===== config.mk =====
export PLATFORM = sky130hd
export DESIGN_NAME = pipelined_adder_flat
export DESIGN_NICKNAME = d
export VERILOG_FILES = /design/src/rtl/pipelined_adder_pkg.sv /design/src/rtl/pipelined_adder_if.sv /design/src/rtl/pipelined_adder_stage.sv /design/src/rtl/pipelined_adder.sv /design/src/flat_wrapper.sv
export SDC_FILE = /design/constraint.sdc
export NUM_CORES = 1
export LEC_CHECK = 0
export ABC_CLOCK_PERIOD_IN_PS = 15860
export CORE_AREA = 2 2 113 115
export CTS_BUF_LIST = sky130_fd_sc_hd__clkbuf_4
export DETAILED_ROUTE_END_ITERATION = 10
export DIE_AREA = 0 0 115 117
export PLACE_DENSITY = 0.84
export SYNTH_ARGS = -nofsm -noshare
export SYNTH_HDL_FRONTEND = slang
export SYNTH_SLANG_ARGS = --single-unit

===== constraint.sdc =====
create_clock -name clk -period 15.86 [get_ports clk]
set_input_delay 4.758 -clock clk [delete_from_list [all_inputs] [get_ports clk]]
set_output_delay 4.758 -clock clk [all_outputs]
set_load 0.03 [all_outputs]

===== src/rtl/pipelined_adder_pkg.sv =====
// rtl/pipelined_adder_pkg.sv - shared mode encodings and stage-count helper for the pipelined adder
package pipelined_adder_pkg;

    localparam logic MODE_ADD = 1'b0;
    localparam logic MODE_SUB = 1'b1;

    // number of carry-pipeline stages, never fewer than one
    function automatic int calc_stages(input int width, input int chunk);
        return ((width / chunk) < 1) ? 1 : (width / chunk);
    endfunction

endpackage


===== src/rtl/pipelined_adder_if.sv =====
// rtl/pipelined_adder_if.sv - operand and result handshake bundle for the pipelined adder
interface pipelined_adder_if #(
    parameter int WIDTH = 32
);
    logic             in_valid;
    logic             in_ready;
    logic [WIDTH-1:0] a;
    logic [WIDTH-1:0] b;
    logic             cin;
    logic             sub;
    logic             out_valid;
    logic             out_ready;
    logic [WIDTH-1:0] sum;
    logic             cout;
    logic             ovf;
    logic             zero;

    modport master (
        output in_valid, a, b, cin, sub, out_ready,
        input  in_ready, out_valid, sum, cout, ovf, zero
    );

    modport slave (
        input  in_valid, a, b, cin, sub, out_ready,
        output in_ready, out_valid, sum, cout, ovf, zero
    );
endinterface


===== src/rtl/pipelined_adder_stage.sv =====
// rtl/pipelined_adder_stage.sv - one CHUNK-bit carry-pipeline stage with registered sum and carry
module pipelined_adder_stage #(
    parameter int CHUNK = 8
) (
    input  logic             clk_i,
    input  logic             en_i,
    input  logic [CHUNK-1:0] a_chunk_i,
    input  logic [CHUNK-1:0] b_chunk_i,
    input  logic             c_in_i,
    output logic [CHUNK-1:0] s_next_o,
    output logic [CHUNK-1:0] s_chunk_o,
    output logic             c_out_o
);
    logic [CHUNK:0]   cy;
    logic [CHUNK-1:0] s_d;
    logic [CHUNK-1:0] s_q;
    logic             c_q;

    // ripple through a chain of full-adder cells, one per bit
    always_comb begin
        cy    = '0;
        s_d   = '0;
        cy[0] = c_in_i;
        for (int i = 0; i < CHUNK; i++) begin
            s_d[i]  = a_chunk_i[i] ^ b_chunk_i[i] ^ cy[i];
            cy[i+1] = (a_chunk_i[i] & b_chunk_i[i]) | (cy[i] & (a_chunk_i[i] ^ b_chunk_i[i]));
        end
    end

    // capture the chunk result and carry only when the pipe advances
    always_ff @(posedge clk_i) begin
        if (en_i) begin
            s_q <= s_d;
            c_q <= cy[CHUNK];
        end
    end

    assign s_next_o  = s_d;
    assign s_chunk_o = s_q;
    assign c_out_o   = c_q;
endmodule


===== src/rtl/pipelined_adder.sv =====
// rtl/pipelined_adder.sv - carry-pipelined adder/subtractor with valid/ready flow control
module pipelined_adder
    import pipelined_adder_pkg::*;
#(
    parameter int WIDTH = 32,
    parameter int CHUNK = 8
) (
    input  logic             clk,
    input  logic             rst_n,
    pipelined_adder_if.slave bus
);
    localparam int STAGES = calc_stages(WIDTH, CHUNK);

    logic                         adv;
    logic [WIDTH-1:0]             b_eff;
    logic                         c0;
    logic [STAGES-1:0]            vld_q;
    logic [STAGES-1:0]            vld_d;
    logic [STAGES-1:0][CHUNK-1:0] a_in;
    logic [STAGES-1:0][CHUNK-1:0] b_in;
    logic [STAGES-1:0][CHUNK-1:0] s_nxt;
    logic [STAGES-1:0][CHUNK-1:0] s_reg;
    logic [STAGES-1:0]            c_in;
    logic [STAGES-1:0]            carry;
    logic [STAGES-1:0]            zhit;
    logic [STAGES-1:0]            zero_q;
    logic [STAGES-1:0]            zero_d;
    logic                         ovf_q;
    logic                         ovf_d;
    logic [WIDTH-1:0]             sum_w;

    // the whole pipe moves as one; a full output that is not taken freezes everything
    assign adv          = !bus.out_valid || bus.out_ready;
    assign bus.in_ready = adv;
    assign b_eff        = (bus.sub == MODE_ADD) ? bus.b : ~bus.b;
    assign c0           = (bus.sub == MODE_SUB) ? 1'b1 : bus.cin;
    assign vld_d        = (vld_q << 1) | STAGES'(bus.in_valid);

    for (genvar k = 0; k < STAGES; k++) begin : g_st
        // operand chunks k..STAGES-1 of the beat entering stage k
        logic [WIDTH-k*CHUNK-1:0] a_sk;
        logic [WIDTH-k*CHUNK-1:0] b_sk;

        if (k == 0) begin : g_head
            assign a_sk    = bus.a;
            assign b_sk    = b_eff;
            assign c_in[k] = c0;
        end else begin : g_body
            // finished lower result chunks travelling alongside the operation
            logic [k*CHUNK-1:0] lo_q;
            logic [k*CHUNK-1:0] lo_d;

            if (k == 1) begin : g_lo_first
                assign lo_d = s_reg[0];
            end else begin : g_lo_more
                assign lo_d = {s_reg[k-1], g_st[k-1].g_body.lo_q};
            end

            // skew the unresolved upper operand chunks and deskew the resolved lower ones
            always_ff @(posedge clk) begin
                if (adv) begin
                    a_sk <= g_st[k-1].a_sk[WIDTH-(k-1)*CHUNK-1:CHUNK];
                    b_sk <= g_st[k-1].b_sk[WIDTH-(k-1)*CHUNK-1:CHUNK];
                    lo_q <= lo_d;
                end
            end

            assign c_in[k] = carry[k-1];
        end

        assign a_in[k] = a_sk[CHUNK-1:0];
        assign b_in[k] = b_sk[CHUNK-1:0];
        assign zhit[k] = (s_nxt[k] == '0);

        pipelined_adder_stage #(
            .CHUNK(CHUNK)
        ) u_stage (
            .clk_i    (clk),
            .en_i     (adv),
            .a_chunk_i(a_in[k]),
            .b_chunk_i(b_in[k]),
            .c_in_i   (c_in[k]),
            .s_next_o (s_nxt[k]),
            .s_chunk_o(s_reg[k]),
            .c_out_o  (carry[k])
        );
    end

    if (STAGES == 1) begin : g_sum_single
        assign sum_w = s_reg[0];
    end else begin : g_sum_multi
        assign sum_w = {s_reg[STAGES-1], g_st[STAGES-1].g_body.lo_q};
    end

    // zero accumulates chunk by chunk so it lands in the same cycle as its sum
    assign zero_d = zhit & ((zero_q << 1) | STAGES'(1));
    assign ovf_d  = (a_in[STAGES-1][CHUNK-1] == b_in[STAGES-1][CHUNK-1]) &&
                    (s_nxt[STAGES-1][CHUNK-1] != a_in[STAGES-1][CHUNK-1]);

    // stage valid bits shift with the pipe; reset drops every in-flight beat
    always_ff @(posedge clk) begin
        if (!rst_n) begin
            vld_q <= '0;
        end else if (adv) begin
            vld_q <= vld_d;
        end
    end

    // flag registers advance in lockstep with the stage data
    always_ff @(posedge clk) begin
        if (adv) begin
            zero_q <= zero_d;
            ovf_q  <= ovf_d;
        end
    end

    // data registers are not reset, so results are masked while nothing valid is presented
    assign bus.out_valid = vld_q[STAGES-1];
    assign bus.sum       = bus.out_valid ? sum_w : '0;
    assign bus.cout      = bus.out_valid && carry[STAGES-1];
    assign bus.ovf       = bus.out_valid && ovf_q;
    assign bus.zero      = bus.out_valid && zero_q[STAGES-1];
endmodule


===== src/flat_wrapper.sv =====
// flat-port wrapper written by rule: the top's interface ports become plain ports
module pipelined_adder_flat import pipelined_adder_pkg::*;
#(
    parameter int WIDTH = 32,
    parameter int CHUNK = 8
)
  (clk, rst_n, bus_in_valid, bus_a, bus_b, bus_cin, bus_sub, bus_out_ready, bus_in_ready, bus_out_valid, bus_sum, bus_cout, bus_ovf, bus_zero);
  pipelined_adder_if #(.WIDTH(WIDTH)) bus_i ();
  input  logic clk;
  input  logic rst_n;
  input wire logic [$bits(bus_i.in_valid)-1:0] bus_in_valid;
  input wire logic [$bits(bus_i.a)-1:0] bus_a;
  input wire logic [$bits(bus_i.b)-1:0] bus_b;
  input wire logic [$bits(bus_i.cin)-1:0] bus_cin;
  input wire logic [$bits(bus_i.sub)-1:0] bus_sub;
  input wire logic [$bits(bus_i.out_ready)-1:0] bus_out_ready;
  output wire logic [$bits(bus_i.in_ready)-1:0] bus_in_ready;
  output wire logic [$bits(bus_i.out_valid)-1:0] bus_out_valid;
  output wire logic [$bits(bus_i.sum)-1:0] bus_sum;
  output wire logic [$bits(bus_i.cout)-1:0] bus_cout;
  output wire logic [$bits(bus_i.ovf)-1:0] bus_ovf;
  output wire logic [$bits(bus_i.zero)-1:0] bus_zero;
  assign bus_i.in_valid = bus_in_valid;
  assign bus_i.a = bus_a;
  assign bus_i.b = bus_b;
  assign bus_i.cin = bus_cin;
  assign bus_i.sub = bus_sub;
  assign bus_i.out_ready = bus_out_ready;
  assign bus_in_ready = bus_i.in_ready;
  assign bus_out_valid = bus_i.out_valid;
  assign bus_sum = bus_i.sum;
  assign bus_cout = bus_i.cout;
  assign bus_ovf = bus_i.ovf;
  assign bus_zero = bus_i.zero;
  pipelined_adder #(.WIDTH(WIDTH), .CHUNK(CHUNK)) u_core (.clk(clk), .rst_n(rst_n), .bus(bus_i));
endmodule

; Yosys cells after proc, flatten, opt, wreduce, memory -nomap -nowiden
; Index checks and enable logic that the tools add are counted.
[word_totals]
reg_bits = 189
inputBits = 70
out_inout_bits = 37
word_cells = 198
[op_classes]
n_eq_ne = 2
muxes = 3
bitwise = 163
reduce_logical = 10
[ops]
columns = operator, n
row1 = $and A1 B1 Y1, 64
row2 = $mux W32, 2
row3 = $xor A1 B1 Y1, 64
row4 = $logic_not A8 Y1, 4
row5 = $not A32 Y32, 1
row6 = $or A1 B1 Y1, 32
row7 = $and A4 B4 Y4, 1
row8 = $logic_and A1 B1 Y1, 4
row9 = $or A4 B1 Y4, 1
row10 = $eq A1 B1 Y1, 1
row11 = $logic_not A1 Y1, 1
row12 = $logic_or A1 B1 Y1, 1
row13 = $mux W1, 1
row14 = $ne A1 B1 Y1, 1

; Longest topological paths before layout
[depth]
ltp_word = 20
mapped_depth = 16
ltp_nobuf = 14

; By module
; Synthesis repeated with hierarchy kept, for this count alone.
[unflattened]
cells_unflattened = 362
hier_area_um2 = 7136.8
[by_module_without_submodules]
columns = module, n_inst, cells_each, area_per_inst_um2, seq_area_each_um2
row1 = pipelined_adder, 1, 254, 5265.0, 4554.4
row2 = pipelined_adder_stage, 4, 27, 467.9, 270.3

; Least setup slack after synthesis
; Ideal clock, no wire load.
[synth_timing]
path_type = input port to output port
startpoint = input port bus_out_ready
endpoint = output port bus_in_ready
arrival_ns = 8.779
t_required_ns = 11.102
slack_ns = 2.323
cell_stages = 3
path_buffers = 1
path_cell_list = and2b_1 buf_6 inv_1
[synth_via]
elab_chain_len = 1
[synth_lines]
columns = element, line_no
row1 = "start, declared", flat_wrapper.sv:16  ; input wire logic [$bits(bus_i.out_ready)-1:0] bus_out_ready;
row2 = $logic_or A1 B1 Y1, pipelined_adder.sv:33  ; assign adv = !bus.out_valid || bus.out_ready;
row3 = "end, declared", flat_wrapper.sv:17  ; output wire logic [$bits(bus_i.in_ready)-1:0] bus_in_ready;
; Every way passes these cells.

; Worst setup path after layout
; Ends and elaborated chain as after synthesis.

==> results.txt <==
The upper clock frequency limit was 84.9 MHz; the number of setup violations in the final report was 0. At the later pin of the worst-skew pair, clock insertion delay measures 0.55 ns. In this run, synthesis inferred 185 flip-flops with an integrated enable. Post-CTS timing repair inserted 0 buffers for setup. Routed signal wires occupy layers up through met4. The routed length on met3 was 450 um; the total power density per cell area was 120 mW/mm2.

Of all cell types, the one taking the most synthesized area is edfxtp_1. The most repeated cell in the gate-level netlist after synthesis was edfxtp_1. The most numerous cell type found on the critical path is clkdlybuf4s50_1. For this run the aggregate overflow at the end of global routing stands at 0. The total via count in the routed design came out at 3230. Buffers inserted during clock tree synthesis total 17.

Setup repair after global routing left no endpoint under its margin. In the final layout, the multi-input gates occupy 0.00131 mm2. The logs give 586 for the net count reported at finish and 189 for the clock net sink count. Number of synthesized register bits: 189.

The area growth from synthesis to layout is 20.9%. The first TritonRoute pass finished after 4 iterations. The final core area utilization is 0.704.

The commonest cells after synthesis are edfxtp_1, inv_1, and2_1. The total area inside the core boundary comes to 0.0123 mm2. The die is 115 um wide. The share of final-layout standard cells stronger than drive strength 1 was 0.0667. The tightest min-delay check is of the flip-flop to flip-flop type. The tools report the post-placement worst setup slack as 4.04 ns. The tree is rooted in a clkbuf_4. The clock passes through at most 2 buffers. After detailed routing, the met2 layer carries 5360 um of wire.

The total wire length came out at 10200 um. The sequential standard cell area is 0.00564 mm2, and the total I/O pin count is 107. Row generation in the floorplan step produced 41 rows.

Entering global routing, the biggest net connects 101 pins. The flow ran to the end, and the final reports show no timing, DRC or antenna violations. By area the synthesized netlist is led by edfxtp_1, fa_1, xor2_1.

The count of nets left with antenna violations once routing finished came out at 0. STA classifies the critical path endpoint as a primary output. For the count of mapped cells out of synthesis, the log shows 365. The global placement routability congestion was 0.766; the vertical die dimension was 117 um.

The share of the synthesized area in the top cell type is 0.775, and the number of instances resized during post-cts repair is 0. Leakage power of the design: 3.29 nW. For the count of endpoints failing hold in the final timing report, the log shows 0. The number of different library cells in the post-synthesis netlist was 23. The floorplan step defined a die boundary enclosing 0.0135 mm2. Overall power consumption after layout is estimated at 0.00104 W. Dividing the detail-routed via count by the number of cells gives 5.00. The normalized max-slew margin is 0.311. The share of the clock period used by the worst path was 0.742.

The tools report the number of slew-limit violations in the final report as 0. The register area share after synthesis is 0.786, and the count of buffers inserted at the top-level ports is 106. The clock tree skew after final layout was 0.0180 ns; the largest vdd supply drop was 0.0745 mV. The logs give 1 for the initial antenna violation count and 254 for the violation count after the first detailed-route iteration.

In this run the worst path has a maximum fanout of 100. The tools report the data arrival time of the critical path as 7.02 ns. Among all flip-flop cells after synthesis, the most frequent one is edfxtp_1.

The tools report the post-route DRC violation count as 0. The logs give 0.582 for the initial standard-cell utilization of the core and 0 for the number of maximum-capacitance constraint violations. The first global-routing pass estimated 15600 um of wire. The critical path in this run is classified as primary input to primary output. Walking the worst path, the cells encountered are clkdlybuf4s50_1 -> and2b_1 -> inv_6 -> clkdlybuf4s50_1. Among all stages on the critical path, the largest delay is contributed by clkdlybuf4s50_1.

Slack of the critical path: 4.08 ns. Clock-pin slew was measured on the worst setup and hold paths at 0.14 ns. Net count after synthesis: 468.

The via count of the first global-routing pass is 3315, and the quantity of hold-fixing buffers added after cts is 0. During synthesis, Yosys emitted a total of 0 warnings. Data on the critical path is required at its endpoint by 11.10 ns.

After layout, the minimum clock period comes to 11.78 ns. The H-tree was split into 4 levels. The share of synthesized flip-flops with an asynchronous set or reset is 0, and the routed metal-1 wirelength is 4050 um. The cell area that synthesis handed to floorplanning was 0.00717 mm2. For the pin with the worst max-slew slack, the measured transition is 1.03 ns.

On the worst path, the slowest cell contributes a delay of 0.83 ns. After detailed routing, the average wire length per cell comes to 15.7 um. Adding up every negative setup slack in the final design gives 0 ns. The average instance in the mapped netlist occupies 19.6 um2.

For flop-to-flop paths, the worst setup slack is 11.36 ns. TritonCTS built the clock tree. Detailed placement finished with a half-perimeter wire length of 6850 um. STA classifies the critical path startpoint as a primary input.

The layout has 789 filler cells. The combined global-route utilization of all metal layers is 0.162.
-- worst max-delay path, delay by kind of cell --
family	cells	cell delay [ns]
and+or+nand+nor	1	0.29
buffers and inverters	3	1.93
-- report_power, final --
group | total [W] | internal (W) | switching, W
logic | 0.0000970 | 0.0000479 | 0.0000491
registers | 0.000685 | 0.000659 | 0.0000258
clock network | 0.000258 | 0.000118 | 0.000140
total | 0.00104 | 0.000825 | 0.000215
-- cell families after synthesis --
family                     synth area share
muxes                               0.00419
and+or+nand+nor                      0.0463
DFF                                   0.786
AOI/OAI and AO/OA                   0.00105
xor gates and xnor gates             0.0403
buffers and inverters                0.0311
adders and majority gates            0.0911
-- flip-flops by register name (all words and copies together), names as in the netlist --
| signal | flops |
|---|---|
| u_core.ovf_q | 1 |
| u_core.g_st.b_sk | 48 |
| u_core.g_st.g_body.lo_q | 48 |
| u_core.zero_q | 4 |
| u_core.g_st.u_stage.s_chunk_o | 32 |
| u_core.vld_q | 4 |
| u_core.g_st.a_sk | 48 |
| u_core.g_st.u_stage.c_out_o | 4 |
-- cell type report --
cell class              instances  area share
diodes                          1    0.000289
flip-flops and latches        189       0.650
repair buffers                107       0.123
clock buffers                  23      0.0199
clock inverters                 8      0.0136
inverters                      45      0.0201
multi-input cells             123       0.151
well taps                     150      0.0217
-- final timing paths --
kind / start / end / depth (start not counted)
setup / recovery: bus_out_ready / bus_in_ready / 4
hold / removal: u_core.g_st[2].u_stage.s_chunk_o[7]$_DFFE_PP_ / u_core.g_st[3].g_body.lo_q[23]$_DFFE_PP_ / 0
setup reg to reg: u_core.g_st[2].u_stage.c_out_o$_DFFE_PP_ / u_core.ovf_q$_DFFE_PP_ / 13
hold reg to reg: u_core.g_st[2].u_stage.s_chunk_o[7]$_DFFE_PP_ / u_core.g_st[3].g_body.lo_q[23]$_DFFE_PP_ / 0
-- per-stage QoR --
stage               std cells  instance area [um2]  hold slack (ns)
global route              646                 8660            0.430
detailed placement        614                 8370            0.405
CTS                       645                 8660            0.422
global placement          614                 8370            0.401
finish                    646                 8660            0.420
floorplan                 365                 7170            0.400
-- placed cells by master, fill, tap and decap left out, drive strengths merged --
master	Yosys	final
or2	1	1
ha	1	1
fa	32	32
o21a	1	1
nand3	2	2
bufinv	0	3
nor4	6	6
clkinvlp	0	2
xnor2	5	5
dfxtp	4	4
buf	8	2
inv	45	45
clkbuf	0	23
nor2b	3	3
edfxtp	185	185
nor4b	1	1
clkdlybuf4s50	0	105
nand3b	1	1
and2b	1	1
xor2	28	28
clkinv	0	3
diode	0	1
nand2b	1	1
mux2i	3	3
nand4	1	1
nor2	1	1
and2	35	35
-- layer usage --
| layer | global-route usage | vias to the layer above |
|---|---|---|
| met4 | 0.0908 | 0 |
| met3 | 0.0402 | 24 |
| met5 | 0 | - |
| met1 | 0.188 | 1594 |
| li1 | - | 1513 |
| met2 | 0.279 | 99 |
No activity file was read; power rests on OpenSTA's default activity.
